===== src/rtl/sram_port_ctrl.sv =====
// Front-end controller for a single-port RW0-style SRAM macro: zero-fills the
// array after reset, arbitrates write/read requests and returns held read data.
module sram_port_ctrl #(
  parameter int ADDR_W        = 9,
  parameter int DATA_W        = 76,
  parameter int MASK_W        = 4,
  parameter bit INIT_ON_RESET = 1'b1
) (
  input  logic              clock,
  input  logic              reset,
  input  logic              w_valid,
  output logic              w_ready,
  input  logic [ADDR_W-1:0] w_addr,
  input  logic [DATA_W-1:0] w_data,
  input  logic [MASK_W-1:0] w_mask,
  input  logic              r_valid,
  output logic              r_ready,
  input  logic [ADDR_W-1:0] r_addr,
  output logic              rresp_valid,
  output logic [DATA_W-1:0] rresp_data,
  output logic [ADDR_W-1:0] sram_addr,
  output logic              sram_en,
  output logic              sram_wmode,
  output logic [MASK_W-1:0] sram_wmask,
  output logic [DATA_W-1:0] sram_wdata,
  input  logic [DATA_W-1:0] sram_rdata
);

  typedef enum logic [0:0] {
    ST_INIT = 1'b0,
    ST_IDLE = 1'b1
  } state_t;

  localparam state_t            RESET_STATE = INIT_ON_RESET ? ST_INIT : ST_IDLE;
  localparam logic [ADDR_W-1:0] LAST_ADDR   = {ADDR_W{1'b1}};

  state_t            state_q, state_d;
  logic [ADDR_W-1:0] init_cnt_q, init_cnt_d;
  logic              rd_pend_q, rd_pend_d;
  logic [DATA_W-1:0] hold_q, hold_d;
  logic              w_fire_s;
  logic              r_fire_s;

  // Writes win the single port; a read only fires when no write is offered.
  assign w_ready  = (state_q == ST_IDLE);
  assign r_ready  = (state_q == ST_IDLE) && !w_valid;
  assign w_fire_s = w_valid && w_ready;
  assign r_fire_s = r_valid && r_ready;

  // Macro port drive: fill writes during INIT, otherwise the winning request.
  always_comb begin
    sram_en    = 1'b0;
    sram_wmode = 1'b0;
    sram_addr  = {ADDR_W{1'b0}};
    sram_wmask = {MASK_W{1'b0}};
    sram_wdata = {DATA_W{1'b0}};
    case (state_q)
      ST_INIT: begin
        sram_en    = 1'b1;
        sram_wmode = 1'b1;
        sram_addr  = init_cnt_q;
        sram_wmask = {MASK_W{1'b1}};
      end
      ST_IDLE: begin
        if (w_fire_s) begin
          sram_en    = 1'b1;
          sram_wmode = 1'b1;
          sram_addr  = w_addr;
          sram_wmask = w_mask;
          sram_wdata = w_data;
        end else if (r_fire_s) begin
          sram_en    = 1'b1;
          sram_addr  = r_addr;
        end else begin
          sram_en    = 1'b0;
        end
      end
      default: begin
        sram_en    = 1'b0;
      end
    endcase
  end

  // Next-state: fill counter walks the whole array once, then IDLE forever.
  always_comb begin
    state_d    = state_q;
    init_cnt_d = init_cnt_q;
    case (state_q)
      ST_INIT: begin
        init_cnt_d = init_cnt_q + ADDR_W'(1);
        if (init_cnt_q == LAST_ADDR) begin
          state_d = ST_IDLE;
        end else begin
          state_d = ST_INIT;
        end
      end
      ST_IDLE: begin
        state_d = ST_IDLE;
      end
      default: begin
        state_d    = RESET_STATE;
        init_cnt_d = {ADDR_W{1'b0}};
      end
    endcase
  end

  // The macro returns data one cycle after the read enable; capture it then.
  always_comb begin
    rd_pend_d = r_fire_s;
    if (rd_pend_q) begin
      hold_d = sram_rdata;
    end else begin
      hold_d = hold_q;
    end
  end

  assign rresp_valid = rd_pend_q;
  assign rresp_data  = rd_pend_q ? sram_rdata : hold_q;

  // State registers.
  always_ff @(posedge clock or posedge reset) begin
    if (reset) begin
      state_q    <= RESET_STATE;
      init_cnt_q <= {ADDR_W{1'b0}};
      rd_pend_q  <= 1'b0;
      hold_q     <= {DATA_W{1'b0}};
    end else begin
      state_q    <= state_d;
      init_cnt_q <= init_cnt_d;
      rd_pend_q  <= rd_pend_d;
      hold_q     <= hold_d;
    end
  end

endmodule


===== config.mk =====
export PLATFORM = sky130hd
export DESIGN_NAME = sram_port_ctrl
export DESIGN_NICKNAME = d
export VERILOG_FILES = /design/src/rtl/sram_port_ctrl.sv
export SDC_FILE = /design/constraint.sdc
export NUM_CORES = 1
export LEC_CHECK = 0
export CAP_MARGIN = 10
export CORE_AREA = 2 2 136 138
export DETAILED_ROUTE_END_ITERATION = 8
export DIE_AREA = 0 0 138 140
export REMOVE_ABC_BUFFERS = 1
export SETUP_SLACK_MARGIN = 0.4
export SYNTH_ARGS = -nofsm -noshare
export SYNTH_HDL_FRONTEND = slang
export SYNTH_SLANG_ARGS = --single-unit
export TNS_END_PERCENT = 20

===== constraint.sdc =====
create_clock -name clock -period 5.5 [get_ports clock]
set_input_delay 1.65 -clock clock [delete_from_list [all_inputs] [get_ports clock]]
set_output_delay 1.65 -clock clock [all_outputs]
set_load 0.05 [all_outputs]

==> results.py <==
metrics = {
    "run_status": {
        "outcome": "complete, no violations",
    },
    "sta": {
        "maxSlewHeadroom_pct": 32.7,
        "period_minus_slack_ps": 4840,
        "slew_viol_final": 0,
        "fin_crit_sh_pct": 87.9,
        "rsz0062_at_grt": "no",
        "tightest_slew_ps": 1010,
        "setup-tns-final_ps": 0,
        "fin_worst_skew_ps": 6.00,
        "finalSetupViolCount": 0,
        "max_freq_mhz": 207,
        "timing.final.hold_violations": 0,
    },
    "drt": {
        "drt_first_pass_iters": 4,
        "drtIter0Drc": 157,
        "drtAntennaViolNets": 0,
        "vias_per_cell": 4.40,
        "routedWlPerCell_um": 18.8,
        "drc_errors": 0,
        "vias": 3977,
        "drt_wl_total_mm": 17.0,
    },
    "floorplanning": {
        "ios": 348,
        "die_h_um": 140,
        "die_x_um": 138,
        "rows": 49,
        "start_util_pct": 22.8,
        "die_area_um2": 19300,
        "coreArea_um2": 17800,
    },
    "grt": {
        "grt_first_pass_wirelength_mm": 25.9,
        "grt_max_degree": 93,
        "track_usage_pct": 17.1,
        "met2_usage_pct": 28.7,
        "grt.busiest_layer": "met2",
        "antenna_found_initial": 2,
        "overflow": 0,
        "grt_pass1_vias": 4326,
        "met1_usage_pct": 19.9,
        "grtUsageMet3_pct": 6.74,
    },
    "clock_network": {
        "clk_pin_slew_ps": 60,
        "cts_tree": "yes",
        "cts_setup_buffers": 0,
        "cts_num_sinks": 87,
        "clkLatencyLatePin_ps": 330,
        "cts_buffers": 9,
        "cts_resized": 0,
        "cts_buffer_depth": 2,
        "postCtsHoldBufs": 0,
        "htreeDepth": 3,
        "root_buffer": "clkbuf_16",
    },
    "worst_setup_path": {
        "path_class": "in2out",
        "rrSetupSlack_ps": 3640,
        "r2r_start": "w_ready",
        "critPathRequiredTime_ps": 3850,
        "arrival_ps": 3190,
        "worstSetupStartpoint": "w_data[31]",
        "worst-r2r-cell-count": 2,
        "endpoint_kind": "output pin",
        "cp_max_fo": 1,
        "startpoint_type": "primary input",
    },
    "placed_design": {
        "place_inst": 886,
        "gp_congestion": 0.879,
        "hpwl_mm": 13.1,
        "io_buffer_count": 347,
    },
    "pwr": {
        "seqPwrFrac_pct": 41.1,
        "p_int_mw": 1.24,
        "p_comb_share_pct": 18.8,
        "p_per_area_nw_per_um2": 199,
        "irDropWorstVdd_mv": 0.106,
        "leakage_nw": 3.66,
        "clkPwrFrac_pct": 40.1,
        "switchingPower_uw": 385,
        "p_sw_share_pct": 23.7,
        "p_total_mw": 1.62,
    },
    "synthesis": {
        "ys_warn_count": 0,
        "ys_types": 26,
        "synth_top_cells_by_count": "dfrtp_1, mux2_2, and3_1",
        "postSynthAreaPerCell_um2": 12.1,
        "synthArstFlopShare_pct": 100,
        "syn_inst": 336,
        "ys_ff_latch": 87,
        "synth_area_leaders": "dfrtp_1, mux2_2, and3_1",
        "synth_area_leader_cell": "dfrtp_1",
        "synth-edff-count": 0,
        "synth_area_um2": 4050,
        "yosysTopAreaCellShare_pct": 53.8,
        "synth-seq-area-share_pct": 53.8,
        "synth_flop_cell": "dfrtp_1",
        "synth_most_common_cell": "dfrtp_1",
    },
    "hold_path": {
        "min_from": "hold_q[62]",
        "hold_class": "reg2reg",
        "whs_path_depth": 1,
    },
    "final_layout": {
        "syn2layout_area_growth_pct": 101,
        "drive_above_1_share_pct": 16.8,
        "final_util_pct": 45.7,
        "fin_cells": 904,
        "layout.nets": 848,
    },
    "job": {
        "cap_violations": 0,
    },
}
-- cell type report --
class,instances,area [um^2]
sequential,87,2180
clock buffer,11,243
fill,1639,9650
timing repair buffer,351,3600
multi-input combinational,215,1710
clock inverter,5,81.3
tap,229,287
inverter,4,16.3
antenna,2,5.00
-- flip-flops by register name, summed over array words and instances, names as in the netlist --
signal / cells
rresp_valid: 1
init_cnt_q: 9
hold_q: 76
w_ready: 1
-- cell usage in the layout, fill, tap and decap left out, types with 2 or more instances in the layout --
cell type,synthesis,final
a21oi_1,8,8
nor3_1,3,3
bufinv_16,0,2
nor2_1,10,10
buf_12,0,10
clkinv_2,0,2
clkdlybuf4s50_1,0,337
clkbuf_16,0,9
and3_1,76,76
nand2_1,12,12
a22oi_1,9,9
dfrtp_1,87,85
buf_4,4,3
xor2_1,3,3
ha_1,2,2
diode_2,0,2
xnor2_1,4,4
inv_1,4,3
mux2_2,78,78
-- critical path, cell delays in order --
cell and delay (ps):
clkdlybuf4s50_1 550, and3_1 180, clkdlybuf4s50_1 800
-- logic make-up after synthesis --
group | after synthesis | share of synthesized area, %
AO/OA/AOI/OAI | 18 | 2.78
XOR/XNOR | 7 | 1.51
adder cells (fa/ha/maj) | 2 | 0.618
buffers and inverters | 34 | 3.99
flip-flops | 87 | 53.8
multiplexers | 78 | 21.7
AND/OR/NAND/NOR | 110 | 15.7
-- worst paths after layout --
check | end
max | sram_wdata[31]
min | hold_q[62]
max reg2reg | init_cnt_q[8]
min reg2reg | hold_q[62]
max in group asynchronous | hold_q[5]
min in group asynchronous | hold_q[58]
-- per-stage QoR --
step	cell area, um^2	setup slack (ps)	hold WS (ps)
floorplan	3900	613	463
global placement	7800	616	480
detailed placement	7800	673	479
CTS	8120	666	501
global route	8130	632	509
finish	8130	664	493
-- power by group through the flow --
stage               Clock [mW]  Combinational [mW]  Sequential, mW
floorplan                    0               0.119           0.676
global placement             0               0.303           0.677
detailed placement           0               0.306           0.678
CTS                      0.678               0.308           0.666
global route             0.708               0.322           0.667
finish                   0.650               0.304           0.666
-- routing by layer --
| metal | share of wire, % | wire length (um) |
|---|---|---|
| met5 | 0 | 0 |
| met4 | 2.3 | 387 |
| met3 | 9.6 | 1630 |
| met2 | 49 | 8310 |
| met1 | 39 | 6660 |
No activity file was read; power rests on OpenSTA's default activity.
